[src/rtl/execute_sys_reg_commit.sv]
// Commit stage for IDT/PDT/PSR writes from the execute-stage system-register unit.
// A flagged write triggers a flush/reload handshake so fetch restarts under the new context.
module execute_sys_reg_commit #(
    parameter logic [31:0] PSR_RESET = 32'h0000_0000,
    parameter logic [31:0] IDT_RESET = 32'h0000_0000,
    parameter logic [31:0] PDT_RESET = 32'h0000_0000
) (
    input  logic        iCLOCK,
    input  logic        inRESET,
    input  logic        iFREE,
    input  logic        iVALID,
    output logic        oBUSY,
    input  logic [31:0] iDATA,
    input  logic        iIDT_VALID,
    input  logic        iPDT_VALID,
    input  logic        iPSR_VALID,
    input  logic [31:0] iRELOAD_ADDR,
    output logic        oFLUSH_REQ,
    input  logic        iFLUSH_ACK,
    output logic        oRELOAD_VALID,
    output logic [31:0] oRELOAD_ADDR,
    output logic [31:0] oIDT,
    output logic [31:0] oPDT,
    output logic [31:0] oPSR
);

    typedef enum logic [1:0] {StIdle, StFlush, StReload} state_t;

    state_t      state_q;
    logic        flush_req_q;
    logic        reload_valid_q;
    logic [31:0] reload_addr_q;
    logic [31:0] idt_q;
    logic [31:0] pdt_q;
    logic [31:0] psr_q;
    logic        any_flag;

    assign any_flag = iIDT_VALID | iPDT_VALID | iPSR_VALID;

    always_ff @(posedge iCLOCK or negedge inRESET) begin
        if (!inRESET) begin
            state_q        <= StIdle;
            flush_req_q    <= 1'b0;
            reload_valid_q <= 1'b0;
            reload_addr_q  <= 32'h0000_0000;
            idt_q          <= IDT_RESET;
            pdt_q          <= PDT_RESET;
            psr_q          <= PSR_RESET;
        end else if (iFREE) begin
            // Abort: drop the handshake but keep any register already written.
            state_q        <= StIdle;
            flush_req_q    <= 1'b0;
            reload_valid_q <= 1'b0;
        end else begin
            unique case (state_q)
                StIdle: begin
                    reload_valid_q <= 1'b0;
                    if (iVALID) begin
                        reload_addr_q <= iRELOAD_ADDR;
                        if (iPSR_VALID) begin
                            psr_q <= iDATA;
                        end else if (iPDT_VALID) begin
                            pdt_q <= iDATA;
                        end else if (iIDT_VALID) begin
                            idt_q <= iDATA;
                        end
                        if (any_flag) begin
                            state_q     <= StFlush;
                            flush_req_q <= 1'b1;
                        end
                    end
                end
                StFlush: begin
                    if (iFLUSH_ACK) begin
                        state_q        <= StReload;
                        flush_req_q    <= 1'b0;
                        reload_valid_q <= 1'b1;
                    end
                end
                StReload: begin
                    state_q        <= StIdle;
                    reload_valid_q <= 1'b0;
                end
                default: begin
                    state_q        <= StIdle;
                    flush_req_q    <= 1'b0;
                    reload_valid_q <= 1'b0;
                end
            endcase
        end
    end

    assign oBUSY         = (state_q != StIdle);
    assign oFLUSH_REQ    = flush_req_q;
    assign oRELOAD_VALID = reload_valid_q;
    assign oRELOAD_ADDR  = reload_addr_q;
    assign oIDT          = idt_q;
    assign oPDT          = pdt_q;
    assign oPSR          = psr_q;

endmodule

[config.mk]
export PLATFORM = sky130hd
export DESIGN_NAME = execute_sys_reg_commit
export DESIGN_NICKNAME = d
export VERILOG_FILES = /design/src/rtl/execute_sys_reg_commit.sv
export SDC_FILE = /design/constraint.sdc
export NUM_CORES = 1
export LEC_CHECK = 0
export ABC_AREA = 0
export CAP_MARGIN = 5
export CORE_MARGIN = 1
export CORE_UTILIZATION = 29
export DETAILED_ROUTE_END_ITERATION = 12
export GPL_ROUTABILITY_DRIVEN = 0
export PLACE_DENSITY = 0.66
export SETUP_SLACK_MARGIN = 0.4
export SKIP_CTS_REPAIR_TIMING = 1
export SYNTH_ARGS = -nofsm -noshare
export SYNTH_HDL_FRONTEND = slang
export SYNTH_SLANG_ARGS = --single-unit
[constraint.sdc]
create_clock -name iCLOCK -period 2 [get_ports iCLOCK]
set_input_delay 0.3 -clock iCLOCK [delete_from_list [all_inputs] [get_ports iCLOCK]]
set_output_delay 0.3 -clock iCLOCK [all_outputs]
set_load 0.01 [all_outputs]
* Word level (Yosys, flattened, before mapping)
Index checks and enable logic that the tools add are counted. Widths: inputs -> output; s select.
Storage, ports and cells: word-level logic and storage cells 39, bits of input ports 72, flip-flop bits (word level) 132, output and inout bits 131
Cells by class: multiplexer cells 13, equal/unequal tests 6, bitwise operators 5, reductions and logical operators 8
Operator list (number):
- $ne 3x3->1 const B | 3
- $mux 2 | 4
- $reduce_and 4->1 | 2
- $mux 1 | 7
- $reduce_and 3->1 | 2
- $reduce_and 6->1 | 1
- $reduce_and 5->1 | 1
- $pmux 2 s2 | 1
- $not 1->1 | 3
- $pmux 1 s3 | 1
- $eq 2x1->1 const B | 1
- $eq 2x2->1 const B | 1
- $logic_not 2->1 | 1
- $ne 2x2->1 const B | 1
- $or 1x1->1 | 2
- $reduce_bool 2->1 | 1

* Longest topological paths before layout
depth after elaboration 6, mapped depth 4, depth with buffers taken out 3

* Worst setup path before layout
Ideal clock, no wire load.
path kind reg2reg, start point register state_q[0], end point register idt_q[5], in the netlist oIDT[5], data arrival time 1.653 ns, buffers on the path 1, cell stages (with the launch flop) 5, data required time 1.873 ns, slack 0.219 ns, clock period less this slack 1.781 ns, path through dfrtp_1 > nor4b_4 > nand3_1 > clkbuf_1 > mux2_1
Between the ends: longest elaborated chain between the ends 2
RTL lines:
- start, declared | line 29 | state_t state_q;
- start signal, assigned | line 42 | state_q <= StIdle;
- start signal, assigned | line 51 | state_q <= StIdle;
- start signal, assigned | line 68 | state_q <= StFlush;
- $logic_not 2->1 | line 55 | unique case (state_q)
- $reduce_and 6->1 (no source line)
- end signal, assigned | line 65 | idt_q <= iDATA;
- end, declared | line 33 | logic [31:0] idt_q;
No other way between the ends. A chain may end at the register's enable or synchronous reset.

* Final worst setup path
start point register state_q[0], end point register pdt_q[4], in the netlist oPDT[4]
Between the ends: longest elaborated chain between the ends 2
RTL lines:
- $logic_not 2->1 | line 55
- $reduce_and 5->1 (no source line)
- end signal, assigned | line 63 | pdt_q <= iDATA;
- end, declared | line 34 | logic [31:0] pdt_q;
No other way between the ends.

==> out/qor.yml <==
synth_area_leader_cell: "dfrtp_1"
timing.hold.ws_ns: 0.250
grt_pass1_wl_um: 19600
finalCritPeriodShare_pct: 87.1
finalCriticalPeriod_ns: 1.74
vdd_drop_max_uv: 546
synth_top_area_share_pct: 67.2
path_max_fanout: 9
worstReg2RegEnd: "oPDT[4]$_DFFE_PN0P_"
power_per_cell_area_nw_per_um2: 1090
worstSkewPairLatency_ns: 0.41
dr.pass1.iters: 4
nNetsFinal: 585
dp_hpwl_um: 8340
cts_made_buffers: 17
antenna_found_initial: 0
rsz0062_at_grt: "true"
synth.avg_cell_area_um2: 16.9
place_area_um2: 7340
cap_violations: 0
layoutNonFillerInstCount: 745
status: "finished clean"
via_per_inst: 4.39
setup-tns-final_ns: 0
fin_skew_ns: 0.00552
syn_nets: 362
dp_cells: 712
die-area_um2: 17500
slew_headroom_pct: 73.9
fin_area_um2: 8280
grt_max_degree: 72
grt-ovfl-total: 0
fin_util_pct: 49.9
grt_util_all_layers_pct: 14.4
seq_area_frac_synth_pct: 67.2
fin_ws_ns: 0.259
required_ns: 2.29
clockBufferDepth: 2
worst_pin_slew_ns: 0.391
clkSlewWorstSetupHoldPaths_ns: 0.05
num_rows: 47
port_buffers: 202
remaining_drc_errors: 0
area_growth_pct: 68.5
ys_types: 20
crit_type: "register to register"
top_level_ports: 203
fmax_mhz: 574
reg2reg_slack_ns: 0.26
reg2reg_from: "state_q[0]$_DFFE_PN0P_"
drt_iter0_markers: 103
synth_area_um2: 4910
core_um2: 16600
initial_core_util_pct: 29.6
die_w_um: 132
power_leakage_nw: 4.78
ys_ff_latch: 132
yosys-top-cells-area: "dfrtp_1, mux2_2, mux2_1, clkbuf_1, nor4b_4"
finalMaxSlewViolations: 0
setup_viol: 0
startpoint_type: "register"
cts_root_buf: "clkbuf_16"
p_total_mw: 8.99
die_h_um: 132
cts_num_sinks: 132
cts_tree: "done"
num_vias: 3273
end_kind: "register"
ant_nets: 0
antenna_cells: 0
yosys_warnings: 0
syn_inst: 290
routed_wirelength_um: 12100
drive_gt1_share_pct: 33.5
wl_per_cell_um: 16.2
hold_class: "input pin to asynchronous set/reset pin"
cp_data_arrival_time_ns: 2.03
grt_pass1_vias: 3681
pre_cts_ws_ns: -0.102
reg2reg_depth: 5
h-tree-depth: 4
hold_violations: 0
## placed cells by master (no fill, tap or decap), drive strengths merged, types with 2 or more instances in the layout
master	n
clkbuf	20
buf	14
dlymetal6s2s	130
a21oi	2
bufinv	2
clkinv	7
mux2	128
clkdlybuf4s50	71
clkinvlp	2
nor2b	2
nor2	2
dfrtp	132
## metal layers
layer	share of wire [%]	up-vias	track usage, %
met5	0	-	0
met4	1.4	0	5.87
met3	7.7	15	5.54
met2	50	138	23.4
met1	41	1632	17.1
li1	-	1488	-
## sequential cells by signal, indices dropped and copies added (netlist names)
name and cells:
oFLUSH_REQ 1, oPSR 32, oPDT 32, state_q 2
oRELOAD_ADDR 32, oRELOAD_VALID 1, oIDT 32
## Yosys cell counts
cell and n:
a21boi_0 1, buf_1 3, nand2_1 1, nand3b_1 1, dfrtp_1 132, a211oi_1 1, or2_2 1, a21oi_1 2
o211a_1 1, or3_1 1, clkbuf_1 9, mux2_1 4, mux2_2 124, nor2_1 2, nor4b_4 1, nor2b_1 2
nand2b_1 1, nor3_1 1, and3_1 1, nand3_1 1
## power by group
group / internal (mW) / switching (mW)
Sequential: 3.30 / 0.305
Combinational: 1.51 / 0.902
Clock: 1.87 / 1.09
## final cells by class
cell class / count / area, um2
clock buffers: 20 / 457
multi-input cells: 146 / 1590
well taps: 220 / 275
repair buffers: 216 / 2550
flip-flops and latches: 132 / 3300
fillers: 1430 / 8300
clock inverters: 11 / 110
## logic make-up after synthesis
family / share of synthesized area [%]
DFF: 67.2
muxes: 29.3
and+or+nand+nor: 1.83
buffers and inverters: 0.916
AOI/OAI and AO/OA: 0.713
## worst max-delay path, stage by stage, from the launching register on
cell,delay (ns)
dfrtp_2,0.46
nor4b_4,0.42
nand3b_1,0.15
buf_6,0.16
buf_12,0.14
mux2_4,0.29
## how the worst max path moves through the flow
| stage | slack, ns | to | start | cells past startpoint |
|---|---|---|---|---|
| floorplan | 0.27 | oPDT[4]$_DFFE_PN0P_ | state_q[0]$_DFFE_PN0P_ | 4 |
| global placement | -0.06 | oPDT[4]$_DFFE_PN0P_ | iFREE | 5 |
| detailed placement | -0.10 | oPDT[10]$_DFFE_PN0P_ | iFREE | 5 |
| CTS | -0.007 | oBUSY | state_q[0]$_DFFE_PN0P_ | 2 |
| global route | 0.19 | oPDT[12]$_DFFE_PN0P_ | state_q[0]$_DFFE_PN0P_ | 5 |
| finish | 0.26 | oPDT[4]$_DFFE_PN0P_ | state_q[0]$_DFFE_PN0P_ | 5 |
Note: power is estimated with default switching activity, not from simulation.
